File: config.mk
export PLATFORM = sky130hd
export DESIGN_NAME = cmd_scheduler
export DESIGN_NICKNAME = d
export VERILOG_FILES = /design/src/rtl/cmd_scheduler.sv
export SDC_FILE = /design/constraint.sdc
export NUM_CORES = 1
export LEC_CHECK = 0
export CORE_ASPECT_RATIO = 1.25
export CORE_MARGIN = 8
export CORE_UTILIZATION = 51
export CTS_CLUSTER_SIZE = 20
export DETAILED_ROUTE_END_ITERATION = 8
export GPL_TIMING_DRIVEN = 0
export PLACE_DENSITY = 0.75
export SYNTH_ARGS = -nofsm -noshare
export SYNTH_HDL_FRONTEND = slang
export SYNTH_SLANG_ARGS = --single-unit
File: constraint.sdc
create_clock -name clk -period 2.3 [get_ports clk]
set_input_delay 0.345 -clock clk [delete_from_list [all_inputs] [get_ports clk]]
set_output_delay 0.345 -clock clk [all_outputs]
set_load 0.01 [all_outputs]
File: src/rtl/cmd_scheduler.sv
// Paces decoded IR commands: queues receiver pushes and issues them with a minimum idle gap.
// Optional repeat suppression of identical commands is built when CMD_REPEAT_FILTER_EN is defined.
module cmd_scheduler #(
   parameter int unsigned DEPTH          = 4,
   parameter int unsigned GAP_CYCLES     = 1000,
   parameter int unsigned HOLDOFF_CYCLES = 5000000
) (
   input  logic                     clk,
   input  logic                     rst,
   input  logic [11:0]              data,
   input  logic                     data_rdy,
   output logic [11:0]              cmd_out,
   output logic                     cmd_valid,
   output logic [$clog2(DEPTH):0]   fifo_count,
   output logic                     overflow
);

   localparam int unsigned AW = $clog2(DEPTH);
   localparam int unsigned CW = AW + 1;
   localparam int unsigned GW = $clog2(GAP_CYCLES + 1);

   if (DEPTH < 2 || (DEPTH & (DEPTH - 1)) != 0 || GAP_CYCLES < 1 || HOLDOFF_CYCLES < 1) begin : g_param_check
      $error("cmd_scheduler: illegal parameter value");
   end

   typedef enum logic [1:0] {IDLE, ISSUE, GAP} state_t;

   state_t          state, state_next;
   logic [11:0]     mem [DEPTH];
   logic [AW-1:0]   wr_ptr, rd_ptr;
   logic [GW-1:0]   gap_cnt, gap_next;
   logic            prev_rdy;
   logic            push, pop, accept, drop, suppress, valid_next;

   assign push   = data_rdy & ~prev_rdy;
   assign accept = push & ~suppress & ((fifo_count != CW'(DEPTH)) | pop);
   assign drop   = push & ~suppress & (fifo_count == CW'(DEPTH)) & ~pop;

`ifdef CMD_REPEAT_FILTER_EN
   localparam int unsigned HW = $clog2(HOLDOFF_CYCLES + 1);

   logic [HW-1:0] holdoff_cnt;
   logic [11:0]   last_cmd;
   logic          last_vld;

   assign suppress = push & last_vld & (data == last_cmd) & (holdoff_cnt != '0);

   // Holdoff window restarts on every push that is either queued or suppressed.
   always_ff @(posedge clk or posedge rst) begin
      if (rst) begin
         holdoff_cnt <= '0;
         last_cmd    <= '0;
         last_vld    <= 1'b0;
      end else begin
         if (accept | suppress)
            holdoff_cnt <= HW'(HOLDOFF_CYCLES);
         else if (holdoff_cnt != '0)
            holdoff_cnt <= holdoff_cnt - HW'(1);
         if (accept) begin
            last_cmd <= data;
            last_vld <= 1'b1;
         end
      end
   end
`else
   assign suppress = 1'b0;
`endif

   always_ff @(posedge clk or posedge rst) begin
      if (rst) state <= IDLE;
      else     state <= state_next;
   end

   // Gap counter leaves GAP when it decrements to zero, giving GAP_CYCLES+1 issue spacing.
   always_comb begin
      state_next = state;
      gap_next   = gap_cnt;
      pop        = 1'b0;
      valid_next = 1'b0;
      case (state)
         IDLE: begin
            if (fifo_count != '0) begin
               pop        = 1'b1;
               valid_next = 1'b1;
               state_next = ISSUE;
            end
         end
         ISSUE: begin
            gap_next   = GW'(GAP_CYCLES - 1);
            state_next = GAP;
         end
         GAP: begin
            if (gap_cnt <= GW'(1)) begin
               gap_next   = '0;
               state_next = IDLE;
            end else begin
               gap_next = gap_cnt - GW'(1);
            end
         end
         default: state_next = IDLE;
      endcase
   end

   always_ff @(posedge clk or posedge rst) begin
      if (rst) begin
         prev_rdy   <= 1'b0;
         cmd_out    <= 12'h000;
         cmd_valid  <= 1'b0;
         fifo_count <= '0;
         overflow   <= 1'b0;
         wr_ptr     <= '0;
         rd_ptr     <= '0;
         gap_cnt    <= '0;
      end else begin
         prev_rdy   <= data_rdy;
         cmd_valid  <= valid_next;
         gap_cnt    <= gap_next;
         fifo_count <= fifo_count + CW'(accept) - CW'(pop);
         if (pop) begin
            cmd_out <= mem[rd_ptr];
            rd_ptr  <= rd_ptr + AW'(1);
         end
         if (accept) wr_ptr <= wr_ptr + AW'(1);
         if (drop)   overflow <= 1'b1;
      end
   end

   // Storage needs no reset; a full-FIFO write lands in the slot being popped the same edge.
   always_ff @(posedge clk) begin
      if (accept) mem[wr_ptr] <= data;
   end

endmodule

; ---- Word-level counts from Yosys, hierarchy flattened
; Memories as Yosys holds them, arrays and structs flattened. A register that Yosys moved wholly into a read port is not among the register bits.
; Cells that the tools add are included.
[op_classes]
n_addsub = 5
mul = 0
div = 0
n_lt_le_gt_ge = 1
n_eq_ne = 6
n_shift = 0
n_mux = 9
bitwise = 7
reduce_logical = 4
[op_table]
columns = op, n
row1 = $pmux W10 S2, 1
row2 = $le A10 B1 Y1 const B, 1
row3 = $mux W10, 1
row4 = $sub A10 B1 Y10 const B, 1
row5 = $pmux W2 S3, 1
row6 = $add A2 B1 Y2 const B, 2
row7 = $and A1 B1 Y1, 4
row8 = $mux W1, 4
row9 = $mux W2, 2
row10 = $ne A2 B2 Y1 const B, 2
row11 = $add A3 B1 Y3, 1
row12 = $eq A3 B3 Y1 const B, 1
row13 = $ne A3 B3 Y1 const B, 1
row14 = $reduce_bool A3 Y1, 1
row15 = $sub A3 B1 Y3, 1
row16 = $eq A2 B1 Y1 const B, 1
row17 = $eq A2 B2 Y1 const B, 1
row18 = $logic_not A2 Y1, 1
row19 = $not A1 Y1, 2
row20 = $reduce_and A2 Y1, 1
row21 = $reduce_bool A2 Y1, 1
row22 = $or A1 B1 Y1, 1
[word_totals]
reg_bits = 22
latch_bits = 0
ramBits = 48
mem_bits_ro = 0
inputBits = 15
out_inout_bits = 17
word_cells = 41
mem_count = 1
[mem_list]
columns = name, words, word_bits, rd, rd_clocked_by_memory_dff, write_ports, line_no
row1 = mem, 4, 12, 1, 1, 1, 29  ; logic [11:0] mem [DEPTH];

; ---- Depth between registers and ports, before layout
[depth]
depth_word = 7
ltp_mapped = 10
ltp_nobuf = 10

; ---- Worst setup path after synthesis
; OpenSTA, ideal clock, no wires.
[synth_timing]
path_kind = flip-flop to flip-flop
from = register state[0]
to = register fifo_count[2]
setup_time_ns = 0.123
arrival_ns = 2.077
t_required_ns = 2.177
path_slack_ns = 0.101
path_stages_with_launch = 11
path_buffers = 0
period_less_slack_ns = 2.199
path_cell_list = dfrtp_1 -> inv_1 -> ha_1 -> nor4b_1 -> nor3b_2 -> inv_1 -> ha_1 -> inv_1 -> ha_1 -> fa_1 -> xnor2_1
[synth_via]
elab_chain_cells = 6
[synth_rtl]
columns = item, line_no
row1 = "start, declared", 28  ; state_t state, state_next;
row2 = "start signal, assigned", 71  ; else state <= state_next;
row3 = $logic_not A2 Y1 (*), 80  ; case (state)
row4 = $mux W1 (*), 80
row5 = $or A1 B1 Y1, 36  ; assign accept = push & ~suppress & ((fifo_count != CW'(DEPTH)) | pop);
row6 = $and A1 B1 Y1, 36
row7 = $add A3 B1 Y3, 118  ; fifo_count <= fifo_count + CW'(accept) - CW'(pop);
row8 = $sub A3 B1 Y3 (*), 118
row9 = "end signal, assigned", 118
row10 = "end, declared", 14  ; output logic [$clog2(DEPTH):0] fifo_count,
; Every way passes the cells marked *; elsewhere a longest branch is shown, timed or not.
; A chain may end at the register's enable or synchronous reset.

; ---- Worst setup path after layout
[layout_timing]
from = register state[1]
to = register fifo_count[2]
[layout_via]
elab_chain_cells = 6
[layout_rtl]
columns = item, line_no
row1 = $logic_not A2 Y1 (*), 80
row2 = $mux W1 (*), 80
row3 = net pop, 33  ; logic push, pop, accept, drop, suppress, valid_next;
row4 = $or A1 B1 Y1, 36
row5 = $and A1 B1 Y1, 36
row6 = $add A3 B1 Y3, 118
row7 = $sub A3 B1 Y3 (*), 118
; The timed path passes the listed nets; every way through them passes the cells marked *.

==> run_results.csv <==
group,metric,value,unit
run_status,status,"finished clean",
synthesis,async_flop_share,41.46,%
die,io_pins,32,
synthesis,syn-num-nets,234,
clock_tree,clockBufferDepth,2,
cells_and_area,nNetsFinal,285,
placed_design,place.gp.congestion,0.8303,
synthesis,synth-edff-count,48,
clock_tree,path_clk_slew,90,ps
route,firstDrtPassIters,4,
synthesis,synth-seq-cells,82,
route,avgRoutedWirePerCell,17.14,um
clock_tree,htree_levels,3,
die,start_util,52.24,%
synthesis,postSynthAreaPerCell,16.47,um2
route,via_per_inst,5.366,
critical_path,timing.rr.end,"fifo_count[2]",
timing,drv_slew,0,
critical_path,cp_max_fo,11,
cells_and_area,multiInputGateArea,0.001061,mm2
synthesis,netlist_area,0.003408,mm2
route,drt_iter0_markers,34,
global_route,track_usage,14.05,%
global_route,grt_antenna_before_repair,0,
synthesis,netlist_instances,207,
critical_path,path_depth,10,
timing,tightestPinTransition,668.1,ps
critical_path,path_buf_inv,4,
critical_path,reg2reg_depth,10,
cells_and_area,antennaDiodeCount,0,
die,fp-row-count,33,
timing,min_period,2198,ps
clock_tree,cts_sinks,82,
cells_and_area,drive_gt1_share,26.24,%
synthesis,ys_warn_count,0,
clock_tree,cts-root-buf,"clkbuf_8",
critical_path,required,2540,ps
critical_path,crit_type,"register to register",
die,die_x,89.12,um
route,num_vias,1878,
die,coreArea,0.006524,mm2
global_route,grt_overflow,0,
critical_path,r2r-start,"state[1]",
timing,max_freq,0.4549,GHz
timing,setup-violations-final,0,
clock_tree,ctsHoldBuffers,0,
cells_and_area,syn_to_final_growth,22.83,%
placed_design,place_area,0.003857,mm2
critical_path,r2r_slack,100,ps
global_route,grt_pass1_wl,9901,um
timing,finClkSkew,10.33,ps
critical_path,path_delay_family,"adder cells",
power_and_ir_drop,peakVddDrop,0.4894,mV
power_and_ir_drop,p_total,3363,uW
global_route,grt_max_degree,15,
route,route.detailed.drc,0,
clock_tree,cts_tree,"yes",
route,drt_wl_total,6000,um
worst_hold_path,min_path_type,"primary input to async pin",
route,antenna_left,0,
timing,hold_viol,0,
die,design.die.area,0.009571,mm2
critical_path,cp_slowest_cell,"dfrtp_1",
placed_design,io_buffers,31,
synthesis,synth-main-ff-cell,"edfxtp_1",
timing,slew_headroom,55.46,%
critical_path,crit_path_start_kind,"register",
critical_path,end_kind,"register",
cells_and_area,regArea,0.002295,mm2
cells_and_area,nFillCells,475,
cells_and_area,instances_no_fill,350,
synthesis,ys_seq_area_share,67.25,%
power_and_ir_drop,p_leak,0.001574,uW
placed_design,dpl.hpwl,4106,um
clock_tree,cts_buffers,9,
timing,min_period_over_period,95.57,%
critical_path,cp.arrival,2440,ps
clock_tree,insertion_delay,350,ps
die,die_y,107.4,um
run,drv_cap,0,
timing,rsz0062_at_grt,"no",
critical_path,crit_chain,"inv_1, ha_4, nor2b_2, buf_4, buf_8, ha_1, inv_1, ha_1, fa_2, xnor2_1",
global_route,grt_pass1_vias,2011,
cells_and_area,design_area,0.004187,mm2
placed_design,post-place-cells,327,
power_and_ir_drop,powerDensity,803.2,mW/mm2
critical_path,cp_slowest_stage_delay,360,ps
synthesis,ys_types,41,
timing,fin_tns_setup,0,ps
-- worst max path at each step --
| stage | startpoint | end | slack (ps) |
|---|---|---|---|
| 2_1_floorplan | state[0] | fifo_count[2] | 100 |
| 3_3_place_gp | data_rdy | fifo_count[2] | -170 |
| 3_5_place_dp | data_rdy | fifo_count[2] | -260 |
| 4_1_cts | state[0] | fifo_count[2] | 30 |
| 5_1_grt | state[0] | fifo_count[2] | 20 |
| 6_report | state[1] | fifo_count[2] | 100 |
-- where the power goes --
part	internal, uW	switching, uW	total, uW	leakage (uW)
Clock	609	517	1130	0.000105
Sequential	1710	93.7	1810	0.000824
Combinational	227	203	430	0.000644
-- synthesized netlist by cell type (2+ instances only) --
cell | n | area (um2)
nor2_1 | 5 | 18.77
nand3_1 | 5 | 25.02
dfrtp_1 | 34 | 850.8
nor3_2 | 2 | 20.02
o21ai_0 | 5 | 25.02
nand2_1 | 10 | 37.54
nor3_1 | 4 | 20.02
xor2_1 | 2 | 17.52
mux2_2 | 12 | 135.1
inv_1 | 14 | 52.55
buf_2 | 4 | 20.02
buf_4 | 2 | 15.01
mux4_2 | 12 | 270.3
a21oi_1 | 3 | 15.01
and2_1 | 5 | 31.28
xnor2_1 | 3 | 26.28
o31ai_1 | 4 | 30.03
edfxtp_1 | 48 | 1441
ha_1 | 11 | 137.6
-- cell type report --
class,count,area share [%]
plain buffers,7,1.405
repair buffers,40,9.384
well taps,87,2.600
multi-input cells,104,25.34
clock buffers,9,2.959
clock inverters,7,2.241
inverters,14,1.255
flip-flops and latches,82,54.81
-- metrics by stage --
step / util, % / worst slack (ps) / hold slack [ps]
after floorplan: - / 100.7 / 376.4
after detailed placement: 59.13 / -260.6 / 460.6
after global placement: 58.67 / -173.1 / 451.9
after global routing: 64.17 / 24.53 / 341.8
final: 64.17 / 101.9 / 302.6
after CTS: 63.04 / 34.73 / 309.7
-- layout by cell type, fill, tap and decap left out, types with 2 or more instances in the layout --
cell type,count
a21oi_1,3
and2_1,5
buf_2,2
buf_4,10
buf_8,3
bufinv_16,2
clkbuf_8,9
clkdlybuf4s50_1,31
clkinv_2,2
clkinvlp_4,2
dfrtp_1,32
dfrtp_2,2
edfxtp_1,48
ha_1,10
inv_1,13
mux2_2,12
mux4_2,12
nand2_1,10
nand3_1,5
nor2_1,5
nor3_1,3
nor3_2,2
nor4b_4,2
o21ai_0,5
o31ai_1,4
xnor2_1,3
xor2_1,2
-- routing by layer --
| layer | wire [um] | global-route usage, % | part of all wire (%) | vias to the layer above |
|---|---|---|---|---|
| met5 | 0 | 0 | 0 | - |
| met4 | 140 | 7.867 | 2.3 | 0 |
| met3 | 228 | 4.049 | 3.8 | 10 |
| met2 | 3030 | 22.72 | 51 | 31 |
| met1 | 2601 | 16.23 | 43 | 964 |
| li1 | - | - | - | 873 |
-- registers in the layout, indices dropped and copies added (netlist names), 2 cells and up --
register and count:
fifo_count 3, rd_ptr 2, gap_cnt 10, mem 48
cmd_out 12, wr_ptr 2, state 2
-- cells by family (layout without fill, tap and decap cells) --
family	Yosys count	in the layout	synth area share, %
flip-flops	82	82	67.25
buffers and inverters	21	77	2.900
AO/OA/AOI/OAI	21	21	4.295
AND/OR/NAND/NOR	41	41	7.416
XOR/XNOR	5	5	1.285
adder cells (fa/ha/maj)	12	12	4.626
multiplexers	25	25	12.22
-- repair_timing --
item,CTS,global route
pin swaps,1,2
buffers inserted,2,5
endpoints found under the setup margin,2,2
resized for setup,6,9
No activity file was read; power rests on OpenSTA's default activity.
